File: src/rtl/mem_fill_ctrl.sv
// mem_fill_ctrl: round-robin line-fill and single-word write controller on one shared memory port
// Ports: CLK, MRST_N (async, active low); per channel req/we/addr/wdata in, gnt/rvalid/done out;
//        shared fill data rdata/word_idx; memory side mem_rd/mem_wr/mem_addr/mem_wdata out, mem_rdata in.
module mem_fill_ctrl #(
  parameter int NCH = 2,
  parameter int LINE_WORDS = 8,
  parameter int LAT = 16,
  parameter bit CWF = 1'b1
) (
  input  logic                          CLK,
  input  logic                          MRST_N,
  input  logic [NCH-1:0]                req,
  input  logic [NCH-1:0]                we,
  input  logic [NCH*32-1:0]             addr,
  input  logic [NCH*32-1:0]             wdata,
  output logic [NCH-1:0]                gnt,
  output logic [NCH-1:0]                rvalid,
  output logic [31:0]                   rdata,
  output logic [$clog2(LINE_WORDS)-1:0] word_idx,
  output logic [NCH-1:0]                done,
  output logic                          mem_rd,
  output logic                          mem_wr,
  output logic [31:0]                   mem_addr,
  output logic [31:0]                   mem_wdata,
  input  logic [31:0]                   mem_rdata
);
  localparam int OFF_W = $clog2(LINE_WORDS);
  localparam int CH_W = NCH > 1 ? $clog2(NCH) : 1;
  localparam int CNT_W = $clog2((LAT > LINE_WORDS ? LAT : LINE_WORDS) + 1);
  typedef enum logic [2:0] {IDLE, WR, LATW, BURST, LAST} state_t;
  state_t state, state_n;
  logic [CH_W-1:0] ch, rr, win;
  logic [29:0] aq, win_addr;
  logic [31:0] wd;
  logic [OFF_W-1:0] idx, rv_idx;
  logic [CNT_W-1:0] cnt;
  logic rv, win_we, live;
  // lowest offset from rr with a pending request wins
  always_comb begin
    win = '0;
    for (int i = NCH - 1; i >= 0; i--)
      if (req[(int'(rr) + i) % NCH]) win = CH_W'((int'(rr) + i) % NCH);
    win_addr = addr[int'(win)*32+2 +: 30];
    win_we = we[win];
  end
  always_comb begin
    state_n = state;
    gnt = '0;
    rvalid = '0;
    done = '0;
    mem_rd = 1'b0;
    mem_wr = 1'b0;
    mem_addr = '0;
    mem_wdata = '0;
    live = req[ch];
    case (state)
      IDLE: state_n = ~|req ? IDLE : win_we ? WR : LATW;
      WR: begin
        gnt[ch] = 1'b1;
        mem_wr = 1'b1;
        mem_addr = {aq, 2'b00};
        mem_wdata = wd;
        done[ch] = 1'b1;
        state_n = IDLE;
      end
      LATW: begin
        gnt[ch] = 1'b1;
        state_n = !live ? IDLE : cnt == '0 ? BURST : LATW;
      end
      // rv marks the word read last cycle; a dropped req hides it at once
      BURST: begin
        gnt[ch] = 1'b1;
        mem_rd = 1'b1;
        mem_addr = {aq[29:OFF_W], idx, 2'b00};
        rvalid[ch] = rv & live;
        state_n = !live ? IDLE : cnt == '0 ? LAST : BURST;
      end
      LAST: begin
        gnt[ch] = 1'b1;
        rvalid[ch] = live;
        done[ch] = live;
        state_n = IDLE;
      end
      default: state_n = IDLE;
    endcase
    rdata = |rvalid ? mem_rdata : '0;
    word_idx = |rvalid ? rv_idx : '0;
  end
  always_ff @(posedge CLK or negedge MRST_N)
    if (!MRST_N) begin
      state <= IDLE;
      ch <= '0;
      rr <= '0;
      aq <= '0;
      wd <= '0;
      idx <= '0;
      rv_idx <= '0;
      cnt <= '0;
      rv <= 1'b0;
    end else begin
      state <= state_n;
      rv <= state == BURST;
      rv_idx <= idx;
      if (state == IDLE && |req) begin
        ch <= win;
        rr <= CH_W'((int'(win) + 1) % NCH);
        aq <= win_addr;
        wd <= wdata[int'(win)*32 +: 32];
        idx <= CWF ? win_addr[OFF_W-1:0] : '0;
        cnt <= CNT_W'(LAT - 1);
      end else if (state == LATW || state == BURST) begin
        cnt <= cnt == '0 ? CNT_W'(LINE_WORDS - 1) : cnt - CNT_W'(1);
        if (state == BURST) idx <= idx + OFF_W'(1);
      end
    end
endmodule
File: config.mk
export PLATFORM = sky130hd
export DESIGN_NAME = mem_fill_ctrl
export DESIGN_NICKNAME = d
export VERILOG_FILES = /design/src/rtl/mem_fill_ctrl.sv
export SDC_FILE = /design/constraint.sdc
export NUM_CORES = 1
export LEC_CHECK = 0
export ABC_AREA = 1
export BUFFER_PORTS_ARGS = -buffer_cell sky130_fd_sc_hd__buf_2
export CAP_MARGIN = 10
export CORE_MARGIN = 5
export CORE_UTILIZATION = 47
export DETAILED_ROUTE_END_ITERATION = 8
export GPL_ROUTABILITY_DRIVEN = 1
export PLACE_DENSITY = 0.94
export SLEW_MARGIN = 20
export SYNTH_ARGS = -nofsm -noshare
export SYNTH_HDL_FRONTEND = slang
export SYNTH_SLANG_ARGS = --single-unit
File: constraint.sdc
create_clock -name CLK -period 3.5 [get_ports CLK]
set_input_delay 0.35 -clock CLK [delete_from_list [all_inputs] [get_ports CLK]]
set_output_delay 0.35 -clock CLK [all_outputs]
set_load 0.01 [all_outputs]
==> reports/results.ini <==
[worst_setup_path]
crit_buf_inv = 3
cp_max_fo = 29
cp-end-kind = output port
rrSetupSlack_ns = 1.68
startpoint_type = flip-flop
worstPathArrival_ns = 2.09
cp_top_family = buffers and inverters
slowest_delay_ns = 0.82
cp_common_cell = inv_1
worstPathRequired_ns = 3.15
cp_slowest_cell = inv_1
path_cells = inv_1, nor2_1, inv_1, a31oi_1, buf_2
criticalPathCategory = flip-flop to output port

[layout]
final_common_cell = buf_2
diodes = 0
drive_gt1_frac = 0.346
areaGrowthSynthToFinish_pct = 33.5
nNetsFinal = 1016
final_cell_mix = 265 x buf_2, 126 x nand3_1, 112 x inv_1, 105 x nor2_1, 79 x dfrtp_1

[power]
swShare = 0.424
vdd_drop_max_v = 0.000404
powerDensity_nw_per_um2 = 677
p_int_mw = 2.35
p_sw_mw = 1.73
seqPwrFrac = 0.362
leakagePower_nw = 3.45
combPwrFrac = 0.469
p_clk_frac = 0.169

[clock_tree]
clock-sinks = 79
cts_resized = 0
clk_pin_slew_ns = 0.08
cts_tree = built
post_cts_buffers = 0
cts-hold-fix-buffers = 0
cts_max_path_buffers = 2
insertion_delay_ns = 0.35
cts_root_buf = clkbuf_8
cts_made_buffers = 9
htree_levels = 3

[logic_synthesis]
synth.distinct_cells = 25
synth.avg_cell_area_um2 = 7.39
ys_ff_latch = 79
syn_inst = 610
syn_area_um2 = 4510
synth-seq-area-share = 0.438
synth_warnings = 0

[die]
die_y_um = 108
chipWidth_um = 108
die_area_um2 = 11700
core_um2 = 9280
initial_core_util = 0.486
io_pins = 273
row_count = 35

[routing]
vias = 4895
wirelength_um = 14200
first_pass_iters = 5
ant_nets = 0
wl_per_cell_um = 14.4
drtIter0Drc = 314
drc = 0
vias_per_cell = 4.98

[sta]
slew_headroom = 0.240
finalCritPeriodShare = 0.697
holdWs_ns = -0.00269
report.final.slew_viol_count = 0
worst_pin_slew_ns = 1.14
setup_violations = 0
tns_ns = 0
worst_slack_ns = 1.06
rsz0062_at_grt = no
min_period_ns = 2.44
fmax_ghz = 0.410
finClkSkew_ns = 0.0104
hold_viol = 1

[placement]
place_ws_ns = 1.47
port_buffers = 266
routabilityCongestion = 0.891
dp_hpwl_um = 10500

[global_route]
grt_use_total = 0.231
grt_pass1_wl_um = 21400
gr-total-overflow = 0
grt_max_degree = 122
antenna_found_initial = 0
grt_pass1_vias = 4498

[status]
violations = negative hold slack
status = finished with violations

[run]
cap_violations = 0

[worst_hold_path]
hold_path.class = primary input to async pin

[power groups by stage]
stage / logic [mW] / clock network (mW) / registers (mW)
detailed placement: 1.91 / 0 / 1.50
global placement: 1.85 / 0 / 1.47
finish: 1.91 / 0.689 / 1.48
global route: 2.17 / 0.737 / 1.52
CTS: 1.92 / 0.701 / 1.48
floorplan: 1.41 / 0 / 1.45
[metal layers]
metal | share of wire | vias up | global-route usage
li1 | - | 2436 | -
met1 | 0.38 | 2204 | 0.265
met2 | 0.51 | 222 | 0.417
met3 | 0.086 | 33 | 0.0501
met4 | 0.027 | 0 | 0.0929
met5 | 0 | - | 0
[cell families (layout without fill, tap and decap cells)]
kind of cell | after synthesis | in the layout | share of synthesized area
simple gates | 282 | 282 | 0.276
buf+inv | 161 | 403 | 0.150
compound gates | 84 | 84 | 0.127
flops | 79 | 79 | 0.438
fa+ha+maj | 2 | 2 | 0.00555
other cells | 1 | 2 | 0.000832
xor+xnor | 1 | 1 | 0.00194
[path summary, 6_finish.rpt]
| path | depth (start not counted) | end | start |
|---|---|---|---|
| min reg2reg | 0 | rv_idx[1]$_DFF_PN0_ | idx[1]$_DFFE_PN0P_ |
| min | 1 | aq[10]$_DFFE_PN0P_ | MRST_N |
| max | 5 | gnt[0] | state[0]$_DFF_PN0_ |
| min in group CLK | 3 | wd[19]$_DFFE_PN0P_ | wdata[51] |
| max reg2reg | 7 | aq[11]$_DFFE_PN0P_ | rr$_DFFE_PN0P_ |
| max in group asynchronous | 1 | wd[10]$_DFFE_PN0P_ | MRST_N |
[cells in the mapped netlist]
| cell type | n | share of area |
|---|---|---|
| inv_2 | 4 | 0.0033 |
| nor2_1 | 105 | 0.087 |
| xor2_1 | 1 | 0.0019 |
| a31oi_1 | 2 | 0.0028 |
| nand3_1 | 126 | 0.14 |
| nand2_1 | 44 | 0.037 |
| a211oi_1 | 1 | 0.0017 |
| dfrtp_1 | 79 | 0.44 |
| o21ai_1 | 5 | 0.0055 |
| inv_1 | 112 | 0.093 |
| o21ai_0 | 11 | 0.012 |
| clkbuf_1 | 16 | 0.013 |
| ha_1 | 2 | 0.0055 |
| nand4_1 | 3 | 0.0042 |
| nor2_2 | 1 | 0.0014 |
| buf_4 | 9 | 0.015 |
| a21oi_1 | 5 | 0.0055 |
| o211ai_1 | 59 | 0.098 |
| buf_1 | 4 | 0.0033 |
| buf_2 | 13 | 0.014 |
| o22ai_1 | 1 | 0.0014 |
| buf_6 | 3 | 0.0075 |
| conb_1 | 1 | 0.00083 |
| nand2_2 | 1 | 0.0014 |
| nor2_4 | 2 | 0.0050 |
[area by class of cell]
type	instances	area [µm²]
clock inverter	5	56.3
inverter	116	435
timing repair buffer	271	1390
clock buffer	11	141
tap	129	161
fill	826	3260
multi-input combinational	371	1860
sequential	79	1980
[metrics by stage]
stage               std cells  instance area [µm²]   util  hold slack [ns]  power (mW)
floorplan                 611                 4510      -           0.0544        2.86
global placement          966                 5820  0.627            0.425        3.32
detailed placement        966                 5820  0.627            0.432        3.40
CTS                       982                 6020  0.648            0.186        4.10
global route              982                 6020  0.649           0.0930        4.42
finish                    982                 6020  0.649         -0.00269        4.08
[sequential cells by signal, indices dropped and copies added, names as in the netlist]
register and count:
wd 32, aq 30, cnt 5, idx 3
rv_idx 3, state 3, ch 1, rr 1
rv 1
(Power assumes the default switching activity.)
